$ cat config.mk
export PLATFORM = sky130hd
export DESIGN_NAME = ram_burst_reader
export DESIGN_NICKNAME = d
export VERILOG_FILES = /design/src/rtl/ram_burst_reader.sv
export SDC_FILE = /design/constraint.sdc
export NUM_CORES = 1
export LEC_CHECK = 0
export ABC_AREA = 1
export BUFFER_PORTS_ARGS = -buffer_cell sky130_fd_sc_hd__buf_2
export CORE_ASPECT_RATIO = 0.5
export CORE_MARGIN = 5
export CORE_UTILIZATION = 45
export DETAILED_ROUTE_END_ITERATION = 16
export GPL_TIMING_DRIVEN = 0
export PLACE_DENSITY = 0.76
export SYNTH_ARGS = -nofsm -noshare
export SYNTH_HDL_FRONTEND = slang
export SYNTH_SLANG_ARGS = --single-unit
$ cat constraint.sdc
create_clock -name clk -period 2.7 [get_ports clk]
set_input_delay 0.27 -clock clk [delete_from_list [all_inputs] [get_ports clk]]
set_output_delay 0.27 -clock clk [all_outputs]
set_load 0.02 [all_outputs]
$ cat src/rtl/ram_burst_reader.sv
// Streams a burst of consecutive words out of a synchronous-read RAM through a
// 2-entry skid FIFO with valid/ready backpressure on the output side.
module ram_burst_reader #(
  parameter int DATA_W = 8,
  parameter int ADDR_W = 6
) (
  input  logic              clk,
  input  logic              rst,
  input  logic              start,
  input  logic [ADDR_W-1:0] start_addr,
  input  logic [ADDR_W:0]   length,
  output logic [ADDR_W-1:0] ram_raddr,
  input  logic [DATA_W-1:0] ram_rdata,
  output logic [DATA_W-1:0] out_data,
  output logic              out_valid,
  input  logic              out_ready,
  output logic              busy,
  output logic              done
);

  typedef enum logic [1:0] {IDLE, READ, DRAIN} state_e;

  localparam logic [ADDR_W:0]   MAX_LEN = {1'b1, {ADDR_W{1'b0}}};
  localparam logic [ADDR_W:0]   CNT_ONE = (ADDR_W+1)'(1);
  localparam logic [ADDR_W-1:0] ADR_ONE = ADDR_W'(1);

  state_e            state_q, state_d;
  logic [ADDR_W-1:0] addr_q, addr_d;
  logic [ADDR_W:0]   rd_left_q, rd_left_d;
  logic [ADDR_W:0]   beat_left_q, beat_left_d;
  logic [ADDR_W-1:0] raddr_q;
  logic              inflight_q;
  logic              done_q, done_d;

  logic [DATA_W-1:0] fifo_q [2];
  logic              wr_ptr_q, rd_ptr_q;
  logic [1:0]        cnt_q, cnt_d;

  logic [ADDR_W:0]   len_sat;
  logic              push, pop, issue;
  logic [2:0]        occ;

  assign len_sat   = (length > MAX_LEN) ? MAX_LEN : length;
  assign out_valid = (cnt_q != 2'd0);
  assign out_data  = out_valid ? fifo_q[rd_ptr_q] : '0;
  assign busy      = (state_q != IDLE);
  assign done      = done_q;

  assign pop  = out_valid & out_ready;
  assign push = inflight_q;
  // Count the word already in flight so the FIFO can never be over-subscribed.
  assign occ   = {1'b0, cnt_q} + {2'b00, inflight_q};
  assign issue = (state_q == READ) && (rd_left_q != '0)
                 && ((occ - {2'b00, pop}) < 3'd2);

  // The RAM address is held between issues so the RAM sees a stable port.
  assign ram_raddr = issue ? addr_q : raddr_q;

  always_comb begin
    state_d     = state_q;
    addr_d      = addr_q;
    rd_left_d   = rd_left_q;
    beat_left_d = beat_left_q;
    done_d      = 1'b0;
    unique case (state_q)
      IDLE: begin
        if (start) begin
          addr_d      = start_addr;
          rd_left_d   = len_sat;
          beat_left_d = len_sat;
          if (len_sat == '0) done_d  = 1'b1;
          else               state_d = READ;
        end
      end
      READ: begin
        if (issue) begin
          addr_d    = addr_q + ADR_ONE;
          rd_left_d = rd_left_q - CNT_ONE;
          if (rd_left_q == CNT_ONE) state_d = DRAIN;
        end
        if (pop) beat_left_d = beat_left_q - CNT_ONE;
      end
      DRAIN: begin
        if (pop) begin
          beat_left_d = beat_left_q - CNT_ONE;
          if (beat_left_q == CNT_ONE) begin
            state_d = IDLE;
            done_d  = 1'b1;
          end
        end
      end
      default: state_d = IDLE;
    endcase
  end

  always_comb begin
    cnt_d = cnt_q;
    case ({push, pop})
      2'b10:   cnt_d = cnt_q + 2'd1;
      2'b01:   cnt_d = cnt_q - 2'd1;
      default: cnt_d = cnt_q;
    endcase
  end

  always_ff @(posedge clk) begin
    if (rst) begin
      state_q     <= IDLE;
      addr_q      <= '0;
      rd_left_q   <= '0;
      beat_left_q <= '0;
      raddr_q     <= '0;
      inflight_q  <= 1'b0;
      done_q      <= 1'b0;
    end else begin
      state_q     <= state_d;
      addr_q      <= addr_d;
      rd_left_q   <= rd_left_d;
      beat_left_q <= beat_left_d;
      raddr_q     <= ram_raddr;
      inflight_q  <= issue;
      done_q      <= done_d;
    end
  end

  // Data captured exactly one cycle after issue, matching the RAM read latency.
  always_ff @(posedge clk) begin
    if (rst) begin
      fifo_q[0] <= '0;
      fifo_q[1] <= '0;
      wr_ptr_q  <= 1'b0;
      rd_ptr_q  <= 1'b0;
      cnt_q     <= 2'd0;
    end else begin
      if (push) begin
        fifo_q[wr_ptr_q] <= ram_rdata;
        wr_ptr_q         <= ~wr_ptr_q;
      end
      if (pop) rd_ptr_q <= ~rd_ptr_q;
      cnt_q <= cnt_d;
    end
  end

endmodule

==> Yosys cells after proc, flatten, opt, wreduce, memory -nomap -nowiden <==
Memories as Yosys holds them, arrays and structs flattened. A register that Yosys moved wholly into a read port is not among the register bits.
Index checks and enable logic that the tools add are counted.
{ "totals": {"elab_cells": 85, "output_inout_bits": 17, "mem_bits_rw": 16, "mem_count": 1, "ff_bits": 34} }
{ "classes": {"reduce_logical": 15, "order_cmp": 2, "n_bitwise": 3, "n_addsub": 7, "eq_ne": 13, "n_mux": 34} }
{ "mem_list": {"columns": ["name", "depth", "width", "rd", "rd_clocked_by_memory_dff", "write_ports", "line_no", "rtl"], "rows": [
  ["fifo_q", 2, 8, 1, 1, 2, "35", "logic [DATA_W-1:0] fifo_q [2];"]
]} }
{ "op_table": {"columns": ["op", "n"], "rows": [
  ["7-bit two-way mux", 4],
  ["7-bit case mux with 2 select lines", 2],
  ["6-bit two-way mux", 3],
  ["8-bit two-way mux", 2],
  ["7-bit by 1-bit == test with 1-bit output, second input constant", 2],
  ["7-bit by 1-bit subtractor with 7-bit output, second input constant", 2],
  ["1-bit two-way mux", 13],
  ["2-bit two-way mux", 6],
  ["6-bit case mux with 2 select lines", 1],
  ["2-bit inequality test, second input constant", 5],
  ["2-bit nonzero test", 5],
  ["8-bit OR reduction", 1],
  ["7-bit > comparator, second input constant", 1],
  ["7-bit logical NOT", 1],
  ["7-bit nonzero test", 1],
  ["6-bit by 1-bit adder with 6-bit output, second input constant", 1],
  ["2-bit case mux with 3 select lines", 1],
  ["3-bit AND reduction", 2],
  ["6-bit AND reduction", 1],
  ["2-bit by 1-bit == test with 1-bit output, second input constant", 2],
  ["2-bit == test, second input constant", 2],
  ["2-bit by 1-bit inequality test with 1-bit output, second input constant", 2],
  ["2-bit case mux with 2 select lines", 1],
  ["2-bit by 1-bit adder with 3-bit output", 1],
  ["other kinds (10)", 12]
]} }

==> Depth between registers and ports, before layout <==
Gate-level depths: netlist of run 1.
{ "logic_depth": {"word_depth": 7, "mapped_depth": 18, "depth_no_buf": 18} }

==> Least setup slack after synthesis of run 1 <==
OpenSTA, ideal clock, no wires.
{ "synth_timing": {"path_type": "register -> output", "startpoint": "reg cnt_q[1]", "endpoint": "out ram_raddr[1]", "path_buffers": 1, "t_arrival_ns": 2.401, "slack_ns": 0.029, "stages_incl_launch_ff": 17, "t_required_ns": 2.430, "path_cell_list": "dfxtp_1 -> nor2_4 -> inv_2 -> nand2_1 -> inv_2 -> nand2_1 -> o21ai_1 -> nand2_1 -> fa_1 -> nand2_1 -> inv_1 -> nand2_1 -> nor2_4 -> nand2_4 -> buf_2 -> o21ai_0 -> inv_1"} }
{ "synth_via": {"elab_chain_len": 6} }
{ "synth_rtl": {"columns": ["item", "line_no", "rtl"], "rows": [
  ["start: declaration", "37", "logic [1:0] cnt_q, cnt_d;"],
  ["start signal: assignment", "139", "cnt_q <= cnt_d;"],
  ["2-bit nonzero test", "44", "assign out_valid = (cnt_q != 2'd0);"],
  ["named net out_valid", "15", "output logic out_valid,"],
  ["1-bit bitwise AND", "49", "assign pop = out_valid & out_ready;"],
  ["3-bit by 1-bit subtractor with 3-bit output", "54", "&& ((occ - {2'b00, pop}) < 3'd2);"],
  ["3-bit by 2-bit less-than comparator with 1-bit output", "54", null],
  ["1-bit logical AND", "54", null],
  ["6-bit two-way mux", "57", "assign ram_raddr = issue ? addr_q : raddr_q;"],
  ["end: declaration", "12", "output logic [ADDR_W-1:0] ram_raddr,"]
]} }
The timed path passes the listed nets, and every way through them passes these cells.

==> Final worst setup path of run 1 <==
{ "layout_timing": {"startpoint": "reg cnt_q[1]", "endpoint": "out ram_raddr[4]"} }
{ "layout_via": {"elab_chain_len": 6} }
{ "layout_rtl": {"columns": ["item", "line_no"], "rows": [
  ["branches (longest 2 deep; another with 2-bit by 1-bit adder with 3-bit output)", null],
  ["3-bit by 1-bit subtractor with 3-bit output *", "54"],
  ["3-bit by 2-bit less-than comparator with 1-bit output *", "54"],
  ["1-bit logical AND *", "54"],
  ["6-bit two-way mux *", "57"]
]} }
Mark *: on every way between the ends.

==> results.yml, run 1 <==
route:
  wl_per_cell_um: 12.00
  drt-pass1-iter-count: 4
  ant_nets: 0
  drc: 0
  drt-total-wl_mm: 6.602
  vias: 2624
  via_per_inst: 4.771
  drt_iter0_markers: 137
global_route:
  grt_pass1_vias: 2443
  grt_start_max_net_pins: 17
  antenna_found_initial: 0
  grt_usage: 0.1692
  grt_overflow: 0
  grt_pass1_wl_mm: 10.96
timing:
  finClkSkew_ns: 0.003036
  rsz0062_at_grt: "yes"
  relSlewSlack: 0.6380
  setup-violations-final: 4
  hold_viol: 0
  finalSetupTns_ns: -0.06451
  period_share: 1.010
  report.final.slew_viol_count: 0
  fin_crit_ns: 2.727
  layout_setup_ws_ns: -0.02655
  max_freq_ghz: 0.3668
  holdWs_ns: 0.2293
  tightest_slew_ns: 0.5430
floorplanning:
  core_area_um2: 6081
  rows: 20
  start_util: 0.4654
  die_x_um: 122.2
  ioPinCount: 42
  die_h_um: 66.08
  die-area_um2: 8071
place:
  dp.cells: 529
  place.gp.congestion: 0.8511
  pre_cts_slack_ns: -0.3558
  dp.final_hpwl_mm: 4.606
  port_buffers: 41
  postPlaceCellArea_um2: 3146
outcome:
  outcome: "finished with violations"
  violations: "setup timing"
logic_synthesis:
  avgSynthCellArea_um2: 7.076
  synth-seq-cells: 51
  synth_top_area_cell: "dfxtp_1"
  synthTopCellsByCount: "111 x nand2_1, 54 x nor2_1, 51 x inv_1"
  ys.flop_type: "dfxtp_1"
  synth_cell_types: 32
  async_reset_ff_frac: 0
  synth_nets: 435
  netlist_instances: 400
  synth_edf_count: 16
  synth_top_area_frac: 0.2476
  syn_area_um2: 2830
  yosysMostFrequentCell: "nand2_1"
  ys_warn_count: 0
  synth_area_leaders: "dfxtp_1 25%, edfxtp_1 17%, nand2_1 15%"
  ys_seq_area_frac: 0.4173
power_and_ir_drop:
  pwr_density_cell_nw_per_um2: 1246
  cellLeakagePower_nw: 1.687
  peakVddDrop_uv: 400.7
clock_network:
  cts_buffers: 5
  cts_tree: "built"
  cts_root_buf: "clkbuf_16"
  clk_latency_ns: 0.29
  cts_buffer_depth: 2
  clk_transition_reported_paths_ns: 0.07
  htree_levels: 2
  cts_sinks: 51
run:
  cap_violations: 0
setup_path:
  crit_chain: "nor2_4, inv_2, nand2_4, inv_2, nand2_2, o21ai_2, nand2_1, fa_1, nand2_1, inv_1, nand2_2, nor2_4, nand2_4, buf_8, o21ai_4, inv_2, buf_6"
  path_max_fanout: 5
  crit_required_ns: 2.43
  critPathKind: "register to primary output"
  path_common_cell: "inv_2"
  cp-start-kind: "register"
  crit_slowest_cell: "fa_1"
  rr_worst_depth: 19
  crit_path_end_kind: "primary output"
  cp.arrival_ns: 2.46
  max_stage_delay_ns: 0.50
min_path:
  hp-class: "primary input to register"
  worstHoldPathCells: 2
layout:
  drive_gt1_frac: 0.2186
  fin_cells: 550
  fillerInstances: 559
  design_area_um2: 3555
  final_nets: 496
  area_delta_synth_final_pct: 25.60
  diodes: 0
-- stage by stage --
step | util | total power [mW]
finish | 0.5846 | 4.428
CTS | 0.5718 | 4.231
global placement | 0.5173 | 3.246
detailed placement | 0.5173 | 3.281
global route | 0.5846 | 4.832
floorplan | - | 2.800
-- cell type report --
| class | instances | area [µm²] | area share |
|---|---|---|---|
| timing repair buffer | 54 | 360.3 | 0.1014 |
| clock inverter | 3 | 20.02 | 0.005632 |
| multi-input combinational | 284 | 1481 | 0.4168 |
| clock buffer | 5 | 125.1 | 0.03520 |
| tap | 88 | 110.1 | 0.03098 |
| sequential | 51 | 1186 | 0.3337 |
| inverter | 55 | 206.4 | 0.05808 |
| buffer | 10 | 65.06 | 0.01830 |
-- worst max-delay path: cells and delay by family (launching register included) --
family | cells | cell delay (ns)
simple gates | 8 | 0.55
fa+ha+maj | 1 | 0.50
compound gates | 2 | 0.23
flops | 1 | 0.37
buf+inv | 6 | 0.50
-- cell families after synthesis --
kind of cell	after synthesis	share of synthesized area
fa+ha+maj	10	0.04686
simple gates	199	0.2878
flops	51	0.4173
buf+inv	65	0.09239
xor+xnor	6	0.01857
compound gates	69	0.1370
-- final timing paths --
kind,startpoint,end,slack (ns)
max,cnt_q[1],ram_raddr[4],-0.03
min,rst,rd_left_q[6],0.23
max reg2reg,cnt_q[1],addr_q[4],0.15
min reg2reg,rd_ptr_q,rd_ptr_q,0.45
-- routing by layer --
metal / up-vias / part of all wire / track usage
li1: 1391 / - / -
met1: 1175 / 0.49 / 0.2254
met2: 52 / 0.45 / 0.2857
met3: 6 / 0.045 / 0.03333
met4: 0 / 0.010 / 0.03905
met5: - / 0 / 0
-- cells in the final DEF (no fill, tap or decap), types with 2 or more instances in the layout --
cell type  synthesis  final
xor2_1             2      2
o21ai_2            0      2
clkinv_1           1      2
dfxtp_1           35     33
nand2_4            1      3
nand4_1            2      2
nand2_2            2      8
nor3_1             2      2
a21oi_1           30     30
clkbuf_16          0      5
nor2_1            54     54
inv_1             51     46
nor2_4             2      2
buf_6              2      8
nand2_1          111    103
buf_4              0     12
a21oi_2            4      4
xnor2_1            4      4
inv_2              3      8
nand3_1           24     24
o21ai_0           27     21
o21ai_4            0      5
clkbuf_1           6      6
buf_2              2     36
ha_1               9      9
edfxtp_1          16     16
-- flip-flops by register name, indices dropped and copies added (netlist names), named ones only --
register / flops
done: 1
raddr_q: 6
rd_ptr_q: 1
inflight_q: 1
beat_left_q: 7
state_q: 2
fifo_q: 16
addr_q: 6
wr_ptr_q: 1
cnt_q: 2
rd_left_q: 7
-- power by group --
| part | switching (mW) | internal, mW |
|---|---|---|
| Clock | 0.281 | 0.342 |
| Combinational | 1.53 | 1.08 |
| Sequential | 0.184 | 1.02 |
-- what timing repair did --
| item | in CTS | in global routing |
|---|---|---|
| cloned | 1 | 0 |
| gates resized for setup | 35 | 17 |
| hold buffers | 0 | 0 |
| pin swaps | 4 | 2 |
| endpoints found under the setup margin | 19 | 6 |
| setup buffers | 9 | 3 |
(Power assumes the default switching activity.)
==> run 2: changes to the inputs <==
--- a/config.mk
+++ b/config.mk
@@ -13,6 +13,7 @@
 export DETAILED_ROUTE_END_ITERATION = 16
 export GPL_TIMING_DRIVEN = 0
 export PLACE_DENSITY = 0.76
+export RECOVER_POWER = 25
 export SYNTH_ARGS = -nofsm -noshare
 export SYNTH_HDL_FRONTEND = slang
 export SYNTH_SLANG_ARGS = --single-unit
==> run 2 against run 1 <==
  * The run still ends with setup timing left
  * Sequential cell count unchanged
  * Cell count unchanged
  * Non-clock buffer count unchanged
  * Clock skew unchanged
  * Count of clock-buffer cells in the layout unchanged
  * Worst setup slack about the same
  * Routed wire length about the same
  * Global-route usage unchanged
  * Die area unchanged
  * First-iteration DRC count unchanged
==> results.yml, run 2 (synthesized netlist as in run 1, its figures left out) <==
outcome:
  outcome: "finished with violations"
  violations: "setup timing"
layout:
  diodes: 0
  final_common_cell: "nand2_1"
  largest-register: "fifo_q"
  largest_reg_flops: 16
  area_delta_synth_final_pct: 25.55
  fin_cells: 550
  design_area_um2: 3553
  final_nets: 496
  top_regs: "fifo_q (16), beat_left_q (7), rd_left_q (7)"
  layout_common_cells: "103 x nand2_1, 54 x nor2_1, 46 x inv_1"
  drive_gt1_frac: 0.2165
  fin_util: 0.5844
global_route:
  grt_usage: 0.1692
  grt_overflow: 0
  antenna_found_initial: 0
  grt_start_max_net_pins: 17
  grt_pass1_vias: 2443
  grt_pass1_wl_mm: 10.96
clock_network:
  htree_levels: 2
  ctsHoldBuffers: 0
  cts_buffer_depth: 2
  cts_buffers: 5
  cts_sinks: 51
  cts_tree: "built"
  cts_root_buf: "clkbuf_16"
  clk_latency_ns: 0.29
  clk_transition_reported_paths_ns: 0.07
power_and_ir_drop:
  cellLeakagePower_nw: 1.682
  peakVddDrop_uv: 400.7
  power.clock.fraction: 0.141
  power_switching_mw: 1.990
  intPower_mw: 2.437
  p_comb_frac: 0.588
  pwr_density_cell_nw_per_um2: 1246
  p_seq_frac: 0.271
  p_sw_frac: 0.4495
  p_total_mw: 4.428
route:
  drt-total-wl_mm: 6.601
  drc: 0
  drt-pass1-iter-count: 4
  drt_iter0_markers: 137
  via_per_inst: 4.771
  ant_nets: 0
  vias: 2624
  wl_per_cell_um: 12.00
place:
  place.gp.congestion: 0.8511
  dp.final_hpwl_mm: 4.606
  dp.cells: 529
  port_buffers: 41
  postPlaceCellArea_um2: 3146
floorplanning:
  start_util: 0.4654
  die_x_um: 122.2
  rows: 20
  core_area_um2: 6081
  ioPinCount: 42
  die-area_um2: 8071
  die_h_um: 66.08
timing:
  setup-violations-final: 4
  rsz0062_at_grt: "yes"
  hold_viol: 0
  layout_setup_ws_ns: -0.02655
  tightest_slew_ns: 0.5427
  max_freq_ghz: 0.3668
  holdWs_ns: 0.2293
  period_share: 1.010
  fin_crit_ns: 2.727
  relSlewSlack: 0.6382
  report.final.slew_viol_count: 0
  finClkSkew_ns: 0.003036
min_path:
  hp-class: "primary input to register"
setup_path:
  crit_path_end_kind: "primary output"
  path_max_fanout: 5
  r2r-end: "addr_q[4]"
  endpoint: "ram_raddr[4]"
  setup.worst_path.start: "cnt_q[1]"
  rr_worst_depth: 19
  cp-start-kind: "register"
  reg2reg_slack_ns: 0.15
  cp.arrival_ns: 2.46
  critPathKind: "register to primary output"
  rr_startpoint: "cnt_q[1]"
  crit_required_ns: 2.43
run:
  cap_violations: 0
run 2: cell count changes in the layout (fill, tap and decap cells not counted), sizes merged:
cell    change
buf         -1
clkbuf      +1
run 2: routing by layer:
metal,global-route usage,vias to the layer above,share of wire
li1,-,1391,-
met1,0.2254,1175,0.49
met2,0.2857,52,0.45
met3,0.03333,6,0.045
met4,0.03905,0,0.010
met5,0,-,0
run 2: power by group through the flow:
stage          Combinational, mW  Sequential [mW]  Clock (mW)
2_1_floorplan               1.65             1.15           0
3_3_place_gp                2.06             1.19           0
3_5_place_dp                2.09             1.19           0
4_1_cts                     2.41             1.19       0.633
5_1_grt                     2.93             1.23       0.673
6_report                    2.60             1.20       0.623
run 2: what timing repair did:
item                                    in CTS  in global routing
setup buffers                                9                  3
resized for setup                           35                 17
endpoints found under the setup margin      19                  6
gates cloned                                 1                  0
pin swaps                                    4                  2
run 2: per-stage QoR:
stage / setup slack, ns / TNS [ns]
detailed placement: -0.3558 / -1.895
floorplan: 0.02941 / 0
global placement: -0.3143 / -1.595
finish: -0.02655 / -0.06452
CTS: -0.01655 / -0.02894
global route: -0.1426 / -0.7867
run 2: final cells by class:
type / count / area (µm²)
clock inverter: 3 / 20.02
inverter: 55 / 206.4
tap: 88 / 110.1
multi-input combinational: 284 / 1481
clock buffer: 5 / 125.1
fill: 559 / 2527
buffer: 10 / 65.06
timing repair buffer: 54 / 359.1
sequential: 51 / 1186
run 2: how the worst min path moves through the flow:
stage | from | end | slack (ns) | cells after the start
4_1_cts | rst | rd_left_q[6] | 0.23 | 2
2_1_floorplan | rst | rd_left_q[6] | 0.33 | 1
3_5_place_dp | rd_ptr_q | rd_ptr_q | 0.45 | 1
5_1_grt | rst | rd_left_q[6] | 0.24 | 2
3_3_place_gp | rd_ptr_q | rd_ptr_q | 0.43 | 1
6_report | rst | rd_left_q[6] | 0.23 | 2
run 2: critical path, stage by stage, from the launching register on:
cell and delay, ns:
dfxtp_4 0.37, nor2_4 0.04, inv_2 0.06, nand2_4 0.04, inv_2 0.05, nand2_2 0.05
o21ai_2 0.07, nand2_1 0.08, fa_1 0.50, nand2_1 0.06, inv_1 0.06, nand2_2 0.05
nor2_4 0.12, nand2_4 0.11, buf_8 0.16, o21ai_4 0.16, inv_2 0.05, buf_6 0.12
